File: config.mk
export PLATFORM = sky130hd
export DESIGN_NAME = score_event_scheduler
export DESIGN_NICKNAME = d
export VERILOG_FILES = /design/src/rtl/score_event_scheduler.sv
export SDC_FILE = /design/constraint.sdc
export NUM_CORES = 1
export LEC_CHECK = 0
export CAP_MARGIN = 20
export CORE_ASPECT_RATIO = 1.4
export CORE_MARGIN = 1.5
export CORE_UTILIZATION = 58
export CTS_BUF_LIST = sky130_fd_sc_hd__clkbuf_8
export DETAILED_ROUTE_END_ITERATION = 7
export MAX_ROUTING_LAYER = met4
export PLACE_DENSITY_LB_ADDON = 0.15
export SKIP_LAST_GASP = 1
export SYNTH_ARGS = -nofsm -noshare
export SYNTH_HDL_FRONTEND = slang
export SYNTH_SLANG_ARGS = --single-unit
File: constraint.sdc
create_clock -name clock -period 3.25 [get_ports clock]
set_input_delay 0.8125 -clock clock [delete_from_list [all_inputs] [get_ports clock]]
set_output_delay 0.8125 -clock clock [all_outputs]
set_load 0.05 [all_outputs]
File: src/rtl/score_event_scheduler.sv
// Score event scheduler: buffers per-lane hits in saturating counters and drains
// them round-robin as spaced increment pulses to the score register.
module score_event_scheduler #(
   parameter int unsigned LANES          = 4,
   parameter int unsigned PEND_W         = 3,
   parameter int unsigned PULSES_PER_HIT = 2,
   parameter int unsigned GAP            = 1,
   parameter int unsigned MAX_MISSES     = 3
) (
   input  logic             clock,
   input  logic             resetn,
   input  logic             startn,
   input  logic             game_idle,
   input  logic             game_active,
   input  logic [LANES-1:0] hit,
   input  logic [LANES-1:0] miss,
   output logic             increment,
   output logic [2:0]       grant_lane,
   output logic             busy,
   output logic             pending_any,
   output logic             overflow,
   output logic [2:0]       miss_count,
   output logic             game_over
);

   typedef enum logic [1:0] {S_IDLE, S_PULSE, S_GAP} state_t;

   localparam logic [PEND_W-1:0] PEND_MAX = '1;
   localparam logic [2:0]        PPH      = 3'(PULSES_PER_HIT);
   localparam logic [2:0]        MISS_MAX = 3'(MAX_MISSES);
   localparam logic [1:0]        GAP_MID  = 2'(GAP - 1);
   localparam logic [1:0]        GAP_END  = 2'((GAP > 1) ? GAP - 2 : 0);

   state_t            state, state_n;
   logic [PEND_W-1:0] pend [LANES];
   logic [LANES-1:0]  pend_inc, pend_dec;
   logic [2:0]        last_grant, grant_n, sel_hi, sel_lo, sel_lane;
   logic [2:0]        pulse_cnt, pulse_n, miss_n;
   logic [1:0]        gap_cnt, gap_n;
   logic              clear, accept, found_hi, found_lo, drain;

   assign clear       = !resetn || (!startn && game_idle);
   assign accept      = game_active && !game_over;
   assign busy        = (state != S_IDLE);
   assign pending_any = found_lo;

   // First nonzero lane above last_grant, else first nonzero lane overall.
   always_comb begin
      found_hi = 1'b0;
      found_lo = 1'b0;
      sel_hi   = '0;
      sel_lo   = '0;
      for (int unsigned i = 0; i < LANES; i++) begin
         if (pend[i] != '0) begin
            if (!found_hi && (3'(i) > last_grant)) begin
               found_hi = 1'b1;
               sel_hi   = 3'(i);
            end
            if (!found_lo) begin
               found_lo = 1'b1;
               sel_lo   = 3'(i);
            end
         end
      end
      sel_lane = found_hi ? sel_hi : sel_lo;
   end

   // pulse_cnt counts pulses started; the drain lands on the edge entering the
   // final pulse, and the IDLE cycle itself serves as one gap cycle after it.
   always_comb begin
      state_n = state;
      grant_n = grant_lane;
      pulse_n = pulse_cnt;
      gap_n   = gap_cnt;
      drain   = 1'b0;
      case (state)
         S_IDLE: begin
            if (found_lo) begin
               state_n = S_PULSE;
               grant_n = sel_lane;
               pulse_n = 3'd1;
               drain   = (PPH == 3'd1);
            end
         end
         S_PULSE: begin
            gap_n = '0;
            if (pulse_cnt == PPH) begin
               state_n = (GAP > 1) ? S_GAP : S_IDLE;
            end else if (GAP > 0) begin
               state_n = S_GAP;
            end else begin
               pulse_n = pulse_cnt + 3'd1;
               drain   = (pulse_n == PPH);
            end
         end
         S_GAP: begin
            if ((pulse_cnt != PPH) && (gap_cnt == GAP_MID)) begin
               state_n = S_PULSE;
               pulse_n = pulse_cnt + 3'd1;
               drain   = (pulse_n == PPH);
            end else if ((pulse_cnt == PPH) && (gap_cnt == GAP_END)) begin
               state_n = S_IDLE;
            end else begin
               gap_n = gap_cnt + 2'd1;
            end
         end
         default: state_n = S_IDLE;
      endcase
   end

   always_comb begin
      for (int unsigned i = 0; i < LANES; i++) begin
         pend_inc[i] = accept && hit[i];
         pend_dec[i] = drain && (grant_n == 3'(i));
      end
      miss_n = miss_count;
      if (game_active && (miss != '0) && (miss_count != MISS_MAX))
         miss_n = miss_count + 3'd1;
   end

   always_ff @(posedge clock) begin
      if (clear) begin
         state      <= S_IDLE;
         increment  <= 1'b0;
         grant_lane <= '0;
         last_grant <= 3'(LANES - 1);
         pulse_cnt  <= '0;
         gap_cnt    <= '0;
         overflow   <= 1'b0;
         miss_count <= '0;
         game_over  <= 1'b0;
         for (int unsigned i = 0; i < LANES; i++) pend[i] <= '0;
      end else begin
         state      <= state_n;
         increment  <= (state_n == S_PULSE);
         grant_lane <= grant_n;
         pulse_cnt  <= pulse_n;
         gap_cnt    <= gap_n;
         miss_count <= miss_n;
         game_over  <= (miss_n == MISS_MAX);
         if (drain) last_grant <= grant_n;
         for (int unsigned i = 0; i < LANES; i++) begin
            if (pend_inc[i] && !pend_dec[i]) begin
               if (pend[i] == PEND_MAX) overflow <= 1'b1;
               else                     pend[i]  <= pend[i] + 1'b1;
            end else if (pend_dec[i] && !pend_inc[i]) begin
               pend[i] <= pend[i] - 1'b1;
            end
         end
      end
   end

endmodule

==> metrics.md <==
| Metric | Value |
|---|---|
| Avg Inst Size Synth | `a little over 9 um^2` |
| Dpl ws | `between 0.1 and 0.15 ns` |
| Slew Limit Fails | `0` |
| Worst slew pin tran | `0.507 ns` |
| Post-CTS resize count | `0` |
| Slew Limit Headroom | `0.661` |
| Initial antenna violation count | `0` |
| CP Capture Type | `register` |
| # port buffers | `23` |
| Drt total wl | `4.21 mm` |
| Synth top area cells | `dfxtp_1 (19%), edfxtp_1 (18%), ha_1 (8.7%)` |
| Setup CP Type | `reg -> reg` |
| Most common cell after layout, fill and taps aside | `clkdlybuf4s50_1` |
| Placed instance area | `between 2000 and 2500 um^2` |
| Setup WS post-layout | `0.197 ns` |
| Most frequent cells in the layout | `clkdlybuf4s50_1 (23), inv_1 (21), nand2_1 (20), nor2_1 (20), dfxtp_1 (19)` |
| Tcrit/Tclk final | `0.939` |
| Area of the multi-input gates | `between 1000 and 1500 um^2` |
| Global placement routability congestion | `0.879` |
| Setup-failing EPs final | `0` |
| Fmax | `328 MHz` |
| Post-CTS Setup Inserts | `0` |
| Core area | `3350 um^2` |
| Setup TNS Final | `0 ns` |
| Diode count | `0` |
| Antenna-violating nets left | `0` |
| Vias in the first global route | `approximately 1.6k` |
| FILL cells | `between 200 and 300` |
| CP max stage cell | `or3b_4` |
| Sequential area share after synthesis | `0.366` |
| Clock Pin Slew Worst Setup and Hold Paths | `0.07 ns` |
| Net count, final | `between 200 and 300` |
| Die Span Y | `between 70 and 80 um` |
| CP cell instances | `inv_1 -> ha_1 -> nor3_1 -> a21oi_1 -> or3b_4 -> a21o_2 -> nor4_4 -> nand2_1 -> fa_1 -> xnor2_1 -> mux2i_1 -> nor2_1` |
| Synth top area share | `0.188` |
| Unrepaired setup endpoints after global routing | `true` |
| Die W | `52.9 um` |
| Outcome | `completed` |
| Initial Utilization | `0.605` |
| # hold bufs at CTS | `0` |
| CTS max path bufs | `2` |
| Pleak | `0.985 nW` |
| Largest area contributor in the netlist | `dfxtp_1` |
| Cell variety after synth | `slightly below 60` |
| Placed wire-length estimate | `3.21 mm` |
| Buffers and inverters on the worst path | `1` |
| Cell count after synthesis | `around 220` |
| Hold crit path type | `reg -> reg` |
| GR Overflow Total | `0` |
| GRT Total Usage | `0.250` |
| Fin crit period | `3.05 ns` |
| EDFF count, synth | `12` |
| Crit path max fanout | `7` |
| Startpoint types | `register` |
| CP arrival | `3.08 ns` |
| FFs w/ async S/R, synth | `0` |
| First-pass DRT Iterations | `5` |
| Final Hold Fails | `0` |
| CTS Buf Count | `5` |
| Die area | `3860 um^2` |
| Vias/cell | `5.72` |
| H-tree levels | `2` |
| Yosys reg bits | `31` |
| Syn nets | `247` |
| Ports | `24` |
| Warnings from Yosys | `0` |
| Routed via count | `about 1.7k` |
| Synthesized area | `2020 um^2` |
| FP Rows | `25` |
| Largest net degree at the start of global routing | `18` |
| Commonest register cell after synthesis | `dfxtp_1` |
| Max Cap Viol | `0` |
| Layout area overhead | `21.9%` |
| Clock sink count | `31` |
| Layout Skew | `0.00715 ns` |
| Worst vdd ir | `0.398 mV` |
| Worst EP required | `3.28 ns` |
| CP top delay family | `simple AND/OR/NAND/NOR gates` |
| Hold_ws | `0.490 ns` |
| Worst skew pair latency | `0.29 ns` |
| PwrDens | `about 420 nW/um^2` |
| WL/cell | `14.3 um` |
| Final Util | `0.737` |
| Register area | `roughly 740 um^2` |
| Drt drc | `0` |
| First-pass GRT wire length | `roughly 7 mm` |
| TritonCTS clock tree | `done` |
| Crit-path max cell delay | `0.45 ns` |
| Clock Tree Root | `clkbuf_8` |
| Fin area | `around 2500 um^2` |
| Layout cells sized above 1 | `0.133` |
| Iter 0 DRT Violations | `20` |
-- cells in the mapped netlist, types with 2 or more instances --
cell type   n
mux2i_1     5
o21ai_0     6
nor3_1      9
nor2_1     20
and3_1      3
nor3b_1     3
xnor2_1     4
and2_1      3
a21oi_1    11
nand2b_1    4
nand4_1     2
fa_1        3
or3_1       2
nor3_2      2
a22oi_1     3
a21o_1      2
edfxtp_1   12
dfxtp_1    19
inv_1      20
nand3_1     6
clkbuf_1    3
o211ai_1    2
a211oi_1    2
and2b_1     2
nand2_1    20
or4_1       2
ha_1       14
nor4_1      3
-- layer usage --
| metal | wire (um) | global-route usage | up-vias |
|---|---|---|---|
| li1 | - | - | 851 |
| met1 | 1790 | 0.276 | 812 |
| met2 | 2240 | 0.418 | 17 |
| met3 | 102 | 0.0492 | 7 |
| met4 | 78 | 0.128 | 0 |
| met5 | 0 | - | - |
-- report_power, final --
group	switching, W	internal (W)	total [W]
Combinational	0.000161	0.000111	0.000272
Clock	0.000139	0.000166	0.000305
Sequential	0.0000257	0.000429	0.000455
Total	0.000325	0.000706	0.00103
-- logic make-up after synthesis --
group                      after synthesis  share of synthesized area
muxes                                    6                     0.0303
and+or+nand+nor                         93                      0.263
adders and majority gates               17                      0.116
DFF                                     31                      0.366
AOI/OAI and AO/OA                       41                      0.157
buffers and inverters                   24                     0.0464
xor gates and xnor gates                 5                     0.0216
-- path summary, 6_finish.rpt --
kind                     start  slack, ns          to  cells past startpoint
hold reg to reg     gap_cnt[1]       0.49  gap_cnt[1]                      2
hold / removal      gap_cnt[1]       0.49  gap_cnt[1]                      2
setup reg to reg  pulse_cnt[0]       0.20  pend[0][2]                     12
setup / recovery  pulse_cnt[0]       0.20  pend[0][2]                     12
-- flip-flops by register name (all words and copies together), names as in the netlist --
| signal | flops |
|---|---|
| last_grant | 3 |
| pulse_cnt | 3 |
| state | 2 |
| miss_count | 3 |
| overflow | 1 |
| increment | 1 |
| gap_cnt | 2 |
| game_over | 1 |
| pend | 12 |
| grant_lane | 3 |
-- worst min-delay path: cells and delay by family (launching register included) --
family             cells  cell delay (ns)
DFF                    1             0.33
and+or+nand+nor        1             0.07
AOI/OAI and AO/OA      1             0.06
-- area by class of cell --
class | instances | area share
inverter | 20 | 0.0304
sequential | 31 | 0.300
tap | 40 | 0.0203
multi-input combinational | 162 | 0.486
clock inverter | 2 | 0.00304
timing repair buffer | 34 | 0.127
clock buffer | 6 | 0.0335
-- stage by stage --
stage | instances | power, W
after floorplan | 217 | 0.000647
after global placement | 287 | 0.000728
after detailed placement | 287 | 0.000732
after CTS | 295 | 0.00104
after global routing | 295 | 0.00108
final | 295 | 0.00103
Power figures use the tool's default switching activity.
